==> config.mk <==
export PLATFORM = sky130hd
export DESIGN_NAME = prim_packer_arb
export DESIGN_NICKNAME = d
export VERILOG_FILES = /design/src/rtl/prim_packer_arb.sv
export SDC_FILE = /design/constraint.sdc
export NUM_CORES = 1
export LEC_CHECK = 0
export CAP_MARGIN = 5
export CORE_AREA = 2 2 134 136
export DETAILED_ROUTE_END_ITERATION = 8
export DIE_AREA = 0 0 136 138
export SLEW_MARGIN = 10
export SYNTH_ARGS = -nofsm -noshare
export SYNTH_HDL_FRONTEND = slang
export SYNTH_SLANG_ARGS = --single-unit
==> constraint.sdc <==
create_clock -name clk_i -period 1.99 [get_ports clk_i]
set_input_delay 0.2985 -clock clk_i [delete_from_list [all_inputs] [get_ports clk_i]]
set_output_delay 0.2985 -clock clk_i [all_outputs]
set_load 0.1 [all_outputs]
==> src/rtl/prim_packer_arb.sv <==
// prim_packer_arb: round-robin arbiter and flush sequencer that lets NumReq
// requesters share one bit-packer. One requester owns the packer at a time;
// its beats pass straight through, and when its packet ends a one-cycle
// flush is issued and the arbiter waits for flush_done before re-arbitrating.
// Optional build macro: PRIM_PACKER_ARB_MAX_BEATS_EN (caps beats per grant).
module prim_packer_arb #(
  parameter int NumReq   = 4,
  parameter int InW      = 32,
  parameter int MaxBeats = 16,
  localparam int IdxW    = (NumReq > 1) ? $clog2(NumReq) : 1
) (
  input  logic                  clk_i,
  input  logic                  rst_i,
  input  logic [NumReq-1:0]     req_valid_i,
  input  logic [NumReq*InW-1:0] req_data_i,
  input  logic [NumReq*InW-1:0] req_mask_i,
  input  logic [NumReq-1:0]     req_last_i,
  output logic [NumReq-1:0]     req_ready_o,
  output logic                  pk_valid_o,
  output logic [InW-1:0]        pk_data_o,
  output logic [InW-1:0]        pk_mask_o,
  input  logic                  pk_ready_i,
  output logic                  pk_flush_o,
  input  logic                  pk_flush_done_i,
  output logic [IdxW-1:0]       owner_o,
  output logic                  busy_o
);

  typedef enum logic [1:0] {
    Idle     = 2'd0,
    Grant    = 2'd1,
    Flush    = 2'd2,
    WaitDone = 2'd3
  } state_e;

  state_e          state_q, state_d;
  logic [IdxW-1:0] owner_q, owner_d;
  logic [IdxW-1:0] rr_q, rr_d;

  logic            pick_found;
  logic [IdxW-1:0] pick_idx;
  logic [IdxW-1:0] scan;

  logic            own_valid;
  logic            own_last;
  logic [InW-1:0]  own_data;
  logic [InW-1:0]  own_mask;
  logic            accept;
  logic            force_flush;

  // Select the owner's request signals with an explicit compare mux so that
  // non-power-of-two NumReq never indexes past the end of the buses.
  always_comb begin
    own_valid = 1'b0;
    own_last  = 1'b0;
    own_data  = '0;
    own_mask  = '0;
    for (int unsigned k = 0; k < NumReq; k++) begin
      if (owner_q == IdxW'(k)) begin
        own_valid = req_valid_i[k];
        own_last  = req_last_i[k];
        own_data  = req_data_i[k*InW +: InW];
        own_mask  = req_mask_i[k*InW +: InW];
      end
    end
  end

  assign accept = (state_q == Grant) & own_valid & pk_ready_i;

  // Round-robin pick: scan rr_q, rr_q+1, ... with explicit wrap at NumReq-1.
  always_comb begin
    pick_found = 1'b0;
    pick_idx   = '0;
    scan       = rr_q;
    for (int unsigned i = 0; i < NumReq; i++) begin
      if (!pick_found && req_valid_i[scan]) begin
        pick_found = 1'b1;
        pick_idx   = scan;
      end
      scan = (scan == IdxW'(NumReq - 1)) ? '0 : scan + IdxW'(1);
    end
  end

`ifdef PRIM_PACKER_ARB_MAX_BEATS_EN
  localparam int CntW = $clog2(MaxBeats + 1);
  logic [CntW-1:0] beat_q;

  // Beats accepted in the current grant; cleared on entry to Grant, saturating.
  always_ff @(posedge clk_i) begin
    if (rst_i) begin
      beat_q <= '0;
    end else if (state_q == Idle && pick_found) begin
      beat_q <= '0;
    end else if (accept && beat_q != CntW'(MaxBeats)) begin
      beat_q <= beat_q + CntW'(1);
    end
  end

  assign force_flush = (beat_q == CntW'(MaxBeats - 1));
`else
  logic unused_cfg;
  assign unused_cfg  = ^MaxBeats;
  assign force_flush = 1'b0;
`endif

  // State, owner and round-robin pointer registers.
  always_ff @(posedge clk_i) begin
    if (rst_i) begin
      state_q <= Idle;
      owner_q <= '0;
      rr_q    <= '0;
    end else begin
      state_q <= state_d;
      owner_q <= owner_d;
      rr_q    <= rr_d;
    end
  end

  // Next-state logic.
  always_comb begin
    state_d = state_q;
    owner_d = owner_q;
    rr_d    = rr_q;
    unique case (state_q)
      Idle: begin
        if (pick_found) begin
          owner_d = pick_idx;
          state_d = Grant;
        end
      end
      Grant: begin
        if (accept && (own_last || force_flush)) state_d = Flush;
      end
      Flush: state_d = WaitDone;
      WaitDone: begin
        if (pk_flush_done_i) begin
          rr_d    = (owner_q == IdxW'(NumReq - 1)) ? '0 : owner_q + IdxW'(1);
          state_d = Idle;
        end
      end
      default: state_d = Idle;
    endcase
  end

  // Output logic: beats pass through only in Grant, data gated when not valid.
  always_comb begin
    req_ready_o = '0;
    pk_valid_o  = 1'b0;
    pk_data_o   = '0;
    pk_mask_o   = '0;
    pk_flush_o  = 1'b0;
    unique case (state_q)
      Grant: begin
        pk_valid_o = own_valid;
        pk_data_o  = own_valid ? own_data : '0;
        pk_mask_o  = own_valid ? own_mask : '0;
        for (int unsigned k = 0; k < NumReq; k++) begin
          if (owner_q == IdxW'(k)) req_ready_o[k] = pk_ready_i;
        end
      end
      Flush:   pk_flush_o = 1'b1;
      default: ;
    endcase
  end

  assign owner_o = owner_q;
  assign busy_o  = (state_q != Idle);

endmodule

==> reports/results.ini, run 1 <==
[global_route]
grt_usage_pct = 18.2
grt_pass1_vias = 4830
grt_start_max_net_pins = 52
gr-total-overflow = 0
grt_pass1_wl_mm = 27.5
antenna_found_initial = 0

[logic_synthesis]
yosysSeqAreaShare_pct = 4.27
ys_warn_count = 0
synthArstFlopShare_pct = 0
synth_mux_area_share_pct = 2.32
synth-adder-area-share_pct = 4.72
synthTopCellsByArea = a221oi_1 21%, nor2b_1 15%, a21oi_1 12%
synth_compound_area_share_pct = 38.5
synth_area_um2 = 2810
synth-seq-cells = 6
synthSimpleGateAreaFrac_pct = 40.9
synthDistinctLibCells = 40
synth_enable_flop_cells = 0
synthXorXnorAreaFrac_pct = 0
syn_area_per_cell_um2 = 6.11
synth_top_cell_area_share_pct = 20.6
synthesis.nets = 737
syn_inst = 460
synth_top_family_by_area = simple AND/OR/NAND/NOR gates
synth_top_cell_by_area = a221oi_1
ys.flop_type = dfxtp_1

[clock_network]
cts_max_level = 1
cts-buffers-inserted = 3
postCtsHoldBufs = 0
clk_pin_slew_ps = 30
worstSkewPairLatency_ps = 230
cts_tree = built
cts_root_buf = clkbuf_16
clkSinkCount = 6
clockBufferDepth = 2

[sta]
fmax_mhz = 415
tns_ps = -24020
slew_viol_final = 0
whs_ps = 528
worstMarginPinSlew_ps = 503
slew_headroom_pct = 66.2
worst_slack_ps = -418
setup_viol = 67
grt_setup_unrepaired = true
fin_crit_sh_pct = 121
clock_skew_ps = 1.26
layout_min_cycle_time_ps = 2410
hold_violations = 0

[critical_path]
crit_required_ps = 1690
endpoint_kind = output pin
cp-start-kind = flop
arrival_ps = 2110
critPathKind = reg -> out
max_stage_delay_ps = 390
critical_path.endpoint = pk_data_o[14]
startpoint = owner_o[0]
reg2reg_to = state_q[0]
reg2reg_slack_ps = -110
crit_fanout = 11
cp_common_cell = buf_12
path_cells = inv_4 -> ha_4 -> nor2b_4 -> buf_12 -> buf_12 -> a221oi_1 -> nor3_2 -> a21oi_2 -> nor2_4 -> buf_12
r2r_cells = 9
cpMaxStageDelayCell = dfxtp_4
r2r-start = owner_o[1]

[status]
violations = negative setup slack
outcome = complete, but fails checks

[finish]
drive_gt1_share_pct = 35.3
diodes = 0
nets = 1089
areaGrowthSynthToFinish_pct = 211

[floorplan]
core-area_um2 = 17500
die_area_um2 = 18800
io_pins = 341
die_w_um = 136
row_count = 49
start_util_pct = 16.0
die-height_um = 138

[drt]
drt_iter0_drc = 163
vias = 5031
detail-route-antenna-nets = 0
wl_per_cell_um = 18.4
drc = 0
first_pass_iters = 4
vias_per_cell = 4.84
routed_wl_mm = 19.1

[placement]
io_buffers = 340
gp_congestion = 0.858
place_ws_ps = -502
post-dp-hpwl_mm = 13.8

[pwr]
finalPower_w = 0.0124
p_comb_share_pct = 95.5
p_clk_share_pct = 2.7
powerDensity_nw_per_um2 = 1410
switching_share_pct = 57.3
leakagePower_nw = 3.08
power_frac_seq_pct = 1.7
vdd_ir_drop_max_mv = 0.996
intPower_w = 0.00529
power.switching_w = 0.00709

[run]
max_cap_viol_count = 0

[hold_path]
hold_class = reg -> reg

-- power by group through the flow --
stage	registers, W	logic (W)	clock network [W]
after floorplan	0.000315	0.00690	0
after global placement	0.000215	0.0106	0
after detailed placement	0.000214	0.0106	0
after CTS	0.000215	0.0113	0.000340
after global routing	0.000219	0.0125	0.000353
final	0.000216	0.0118	0.000337
-- repair_timing --
item,in CTS,in global routing
setup buffers,2,2
setup endpoints to repair,68,69
resized for setup,37,58
gates cloned,4,5
hold endpoints to repair,0,0
pin swaps,9,11
-- area by class of cell --
type / instances / area (um2)
clock buffer: 4 / 78.8
fill: 1623 / 8780
inverter: 11 / 50.0
multi-input combinational: 392 / 3330
sequential: 6 / 128
tap: 229 / 287
timing repair buffer: 398 / 4880
-- placed cells by master, fill, tap and decap left out, types with 3 or more instances in the layout --
| cell | count |
|---|---|
| inv_1 | 8 |
| buf_6 | 13 |
| nor2b_1 | 68 |
| buf_16 | 6 |
| nor3_2 | 4 |
| clkdlybuf4s50_1 | 266 |
| a21oi_2 | 32 |
| buf_4 | 29 |
| clkbuf_16 | 7 |
| nor2_4 | 65 |
| ha_1 | 4 |
| a221oi_1 | 42 |
| nand2_1 | 5 |
| a21oi_1 | 37 |
| a221oi_2 | 24 |
| buf_12 | 77 |
| nor3_1 | 63 |
| dfxtp_1 | 4 |
| and3_2 | 3 |
| ha_4 | 4 |
-- per-layer routing --
| layer | wire length, um | global-route usage [%] | share of wire, % | vias to the layer above |
|---|---|---|---|---|
| li1 | - | - | - | 2433 |
| met1 | 7630 | 22.4 | 40 | 2374 |
| met2 | 9640 | 33.0 | 50 | 208 |
| met3 | 1610 | 3.89 | 8.4 | 16 |
| met4 | 234 | 2.63 | 1.2 | 0 |
| met5 | 0 | 0 | 0 | - |
-- cells by family after synthesis --
logic type	count (synthesis)
AND/OR/NAND/NOR	223
AO/OA/AOI/OAI	153
buffers and inverters	63
adder cells (fa/ha/maj)	11
flip-flops	6
multiplexers	4
-- synthesized netlist by cell type, drive strengths merged (3+ instances only) --
| master | count |
|---|---|
| nor3 | 67 |
| nor2b | 69 |
| a21oi | 69 |
| clkbuf | 37 |
| ha | 9 |
| dfxtp | 6 |
| nand2 | 6 |
| a211oi | 3 |
| and3 | 4 |
| buf | 15 |
| inv | 11 |
| a221oi | 66 |
| nor2 | 67 |
-- per-stage QoR --
stage	area (um2)	util [%]	instances
finish	8750	49.9	1040
floorplan	3480	-	460
global route	8750	49.9	1040
detailed placement	8010	45.7	1026
global placement	8010	45.7	1026
CTS	8390	47.9	1036
-- state kept, by name (all words and copies together) (netlist names) --
name,cells
owner_o,2
rr_q,2
state_q,2
-- worst max-delay path: cells and delay by family (launching register included) --
kind / cells / cell delay, ps
DFF: 1 / 390
and+or+nand+nor: 3 / 280
buffers and inverters: 4 / 520
AOI/OAI and AO/OA: 2 / 520
adders and majority gates: 1 / 160
-- worst min-delay path by stage --
stage / to / depth (start not counted) / slack, ps / from
5_1_grt: state_q[1] / 2 / 540 / state_q[1]
4_1_cts: state_q[1] / 2 / 520 / state_q[1]
3_3_place_gp: state_q[1] / 2 / 520 / state_q[1]
2_1_floorplan: owner_o[0] / 1 / 360 / rst_i
3_5_place_dp: state_q[1] / 2 / 520 / state_q[1]
6_report: state_q[1] / 2 / 530 / state_q[1]
Note: power is estimated with default switching activity, not from simulation.
==> inputs of run 2 (changes only) <==
--- a/config.mk
+++ b/config.mk
@@ -7,8 +7,10 @@
 export LEC_CHECK = 0
 export CAP_MARGIN = 5
 export CORE_AREA = 2 2 134 136
+export CTS_BUF_LIST = sky130_fd_sc_hd__clkbuf_16
 export DETAILED_ROUTE_END_ITERATION = 8
 export DIE_AREA = 0 0 136 138
+export PLACE_DENSITY_LB_ADDON = 0.25
 export SLEW_MARGIN = 10
 export SYNTH_ARGS = -nofsm -noshare
 export SYNTH_HDL_FRONTEND = slang
==> run 2 against run 1 <==
The run still ends with negative setup slack left. Via count rose by 0.12%. Wire length rose by 2.1%. Design area rose by 3.6%. Sequential cell count stayed put. Combinational power grew 4%. Total power grew 3.9%. Die area unchanged. Global-route usage is 0.36 points lower. First-iteration DRC count increased by 11%.
==> reports/results.ini, run 2 (synthesis gave the netlist of run 1 again) <==
[pwr]
finalPower_w = 0.0129  ; was 0.0124 W
power_frac_seq_pct = 1.6  ; was 1.7%
leakagePower_nw = 3.24  ; was 3.08 nW
switching_share_pct = 56.1  ; was 57.3%
intPower_w = 0.00565  ; was 0.00529 W
p_clk_share_pct = 2.6  ; was 2.7%
vdd_ir_drop_max_mv = 0.768  ; was 0.996 mV
powerDensity_nw_per_um2 = 1420  ; was 1410 nW/um2
p_comb_share_pct = 95.8  ; was 95.5%
power.switching_w = 0.00721  ; was 0.00709 W

[finish]
final_common_cell = clkdlybuf4s50_1  ; unchanged
regArea_um2 = 128  ; unchanged
areaGrowthSynthToFinish_pct = 223  ; was 211%
final_cell_area_um2 = 9070  ; was 8750 um2
multi_input_area_um2 = 3450  ; was 3330 um2
diodes = 0  ; unchanged
finalCoreUtilization_pct = 51.7  ; was 49.9%
drive_gt1_share_pct = 39.3  ; was 35.3%
layout_common_cells = 267 x clkdlybuf4s50_1, 86 x buf_12, 68 x nor2b_1  ; was 266 x clkdlybuf4s50_1, 77 x buf_12, 68 x nor2b_1
final_cells = 1058  ; was 1040
nFillCells = 1614  ; was 1623
nets = 1108  ; was 1089

[critical_path]
critPathKind = reg -> out  ; unchanged
arrival_ps = 2140  ; was 2110 ps
endpoint_kind = output pin  ; unchanged
crit_required_ps = 1690  ; about the same
r2r_cells = 9  ; unchanged
cp-start-kind = flop  ; unchanged
crit_fanout = 7  ; was 11

[clock_network]
clk_pin_slew_ps = 30  ; about the same
cts_root_buf = clkbuf_16  ; unchanged
postCtsHoldBufs = 0  ; unchanged
cts_tree = built  ; unchanged
cts-buffers-inserted = 3  ; unchanged
clockBufferDepth = 2  ; unchanged
clkSinkCount = 6  ; unchanged
cts_max_level = 1  ; unchanged
worstSkewPairLatency_ps = 230  ; about the same

[drt]
wl_per_cell_um = 18.5  ; was 18.4 um
drt_iter0_drc = 181  ; was 163
routed_wl_mm = 19.5  ; was 19.1 mm
vias = 5037  ; was 5031
first_pass_iters = 4  ; unchanged
detail-route-antenna-nets = 0  ; unchanged
drc = 0  ; unchanged
vias_per_cell = 4.76  ; was 4.84

[global_route]
grt_pass1_wl_mm = 27.2  ; was 27.5 mm
gr-total-overflow = 0  ; unchanged
antenna_found_initial = 0  ; unchanged
grt_usage_pct = 17.9  ; was 18.2%
grt_pass1_vias = 4943  ; was 4830
grt_start_max_net_pins = 75  ; was 52

[placement]
io_buffers = 340  ; unchanged
post-dp-hpwl_mm = 14.4  ; was 13.8 mm
dpl_cell_area_um2 = 8170  ; was 8010 um2
gp_congestion = 0.834  ; was 0.858
place_inst = 1043  ; was 1026

[status]
outcome = complete, but fails checks  ; unchanged
violations = negative setup slack  ; unchanged

[sta]
worst_slack_ps = -448  ; was -418 ps
slew_headroom_pct = 66.8  ; was 66.2%
setup_viol = 67  ; unchanged
grt_setup_unrepaired = true  ; unchanged
slew_viol_final = 0  ; unchanged
layout_min_cycle_time_ps = 2440  ; was 2410 ps
hold_violations = 0  ; unchanged
clock_skew_ps = 3.95  ; was 1.26 ps
worstMarginPinSlew_ps = 493  ; was 503 ps
fmax_mhz = 410  ; was 415 MHz
fin_crit_sh_pct = 123  ; was 121%

[floorplan]
die_w_um = 136  ; unchanged
io_pins = 341  ; unchanged
die_area_um2 = 18800  ; unchanged
core-area_um2 = 17500  ; unchanged
die-height_um = 138  ; unchanged
row_count = 49  ; unchanged
start_util_pct = 16.0  ; unchanged

[hold_path]
min_path_cells = 2  ; unchanged
hold_class = reg -> reg  ; unchanged

[run]
max_cap_viol_count = 0  ; unchanged

run 2: cell types whose count changed in the layout (fill, tap and decap cells not counted), moves of 3 or more:
cell / change
buf_16: -3
a21oi_2: -6
clkbuf_16: +3
buf_12: +9
buf_6: -10
buf_4: +23
a221oi_1: -15
nor3_2: +11
a21oi_1: +6
nor3_1: -11
a221oi_2: +15
run 2: routing by layer:
metal | vias to the layer above | wire [um] | GRT usage [%]
met5 | - | 0 | 0
met4 | 0 | 405 | 3.95
met3 | 26 | 1560 | 3.70
met2 | 230 | 9900 | 32.3
met1 | 2305 | 7660 | 21.5
li1 | 2476 | - | -
run 2: area by class of cell:
class	count	area share, %
Timing Repair Buffer	418	56.0
Sequential cell	6	1.41
Inverter	11	0.552
Tap cell	229	3.16
Multi-Input combinational cell	391	38.1
Clock buffer	3	0.828
run 2: final timing paths:
| check | from | end | slack (ps) |
|---|---|---|---|
| max | owner_o[0] | pk_mask_o[20] | -450 |
| min | state_q[1] | state_q[1] | 530 |
| max reg2reg | owner_o[0] | state_q[0] | -150 |
| min reg2reg | state_q[1] | state_q[1] | 530 |
run 2: critical path, stage by stage (launching register included):
cell and delay [ps]:
dfxtp_4 370, inv_4 50, buf_6 110, ha_4 170, nor3b_4 160, a211oi_4 260
nand2_4 110, buf_12 170, clkbuf_16 190, nor2_4 130, buf_12 180
run 2: timing repair:
item                                    CTS  global route
resized for setup                        49            66
pin swaps                                 5            19
gates cloned                              0             9
buffers inserted                          0             3
endpoints found under the setup margin   67            71
run 2: per-stage QoR:
step                worst slack, ps  hold WS (ps)  setup TNS [ps]
floorplan                      -402           358          -25300
global placement               -292           510          -14450
detailed placement             -303           521          -14630
CTS                            -427           525          -25630
global route                   -516           590          -31390
finish                         -448           528          -27100
run 2: power by group through the flow:
stage	clock, W	sequential, W	combinational [W]
after global placement	0	0.000198	0.0108
final	0.000335	0.000200	0.0123
after CTS	0.000340	0.000198	0.0113
after detailed placement	0	0.000198	0.0108
after floorplan	0	0.000315	0.00690
after global routing	0.000340	0.000206	0.0130
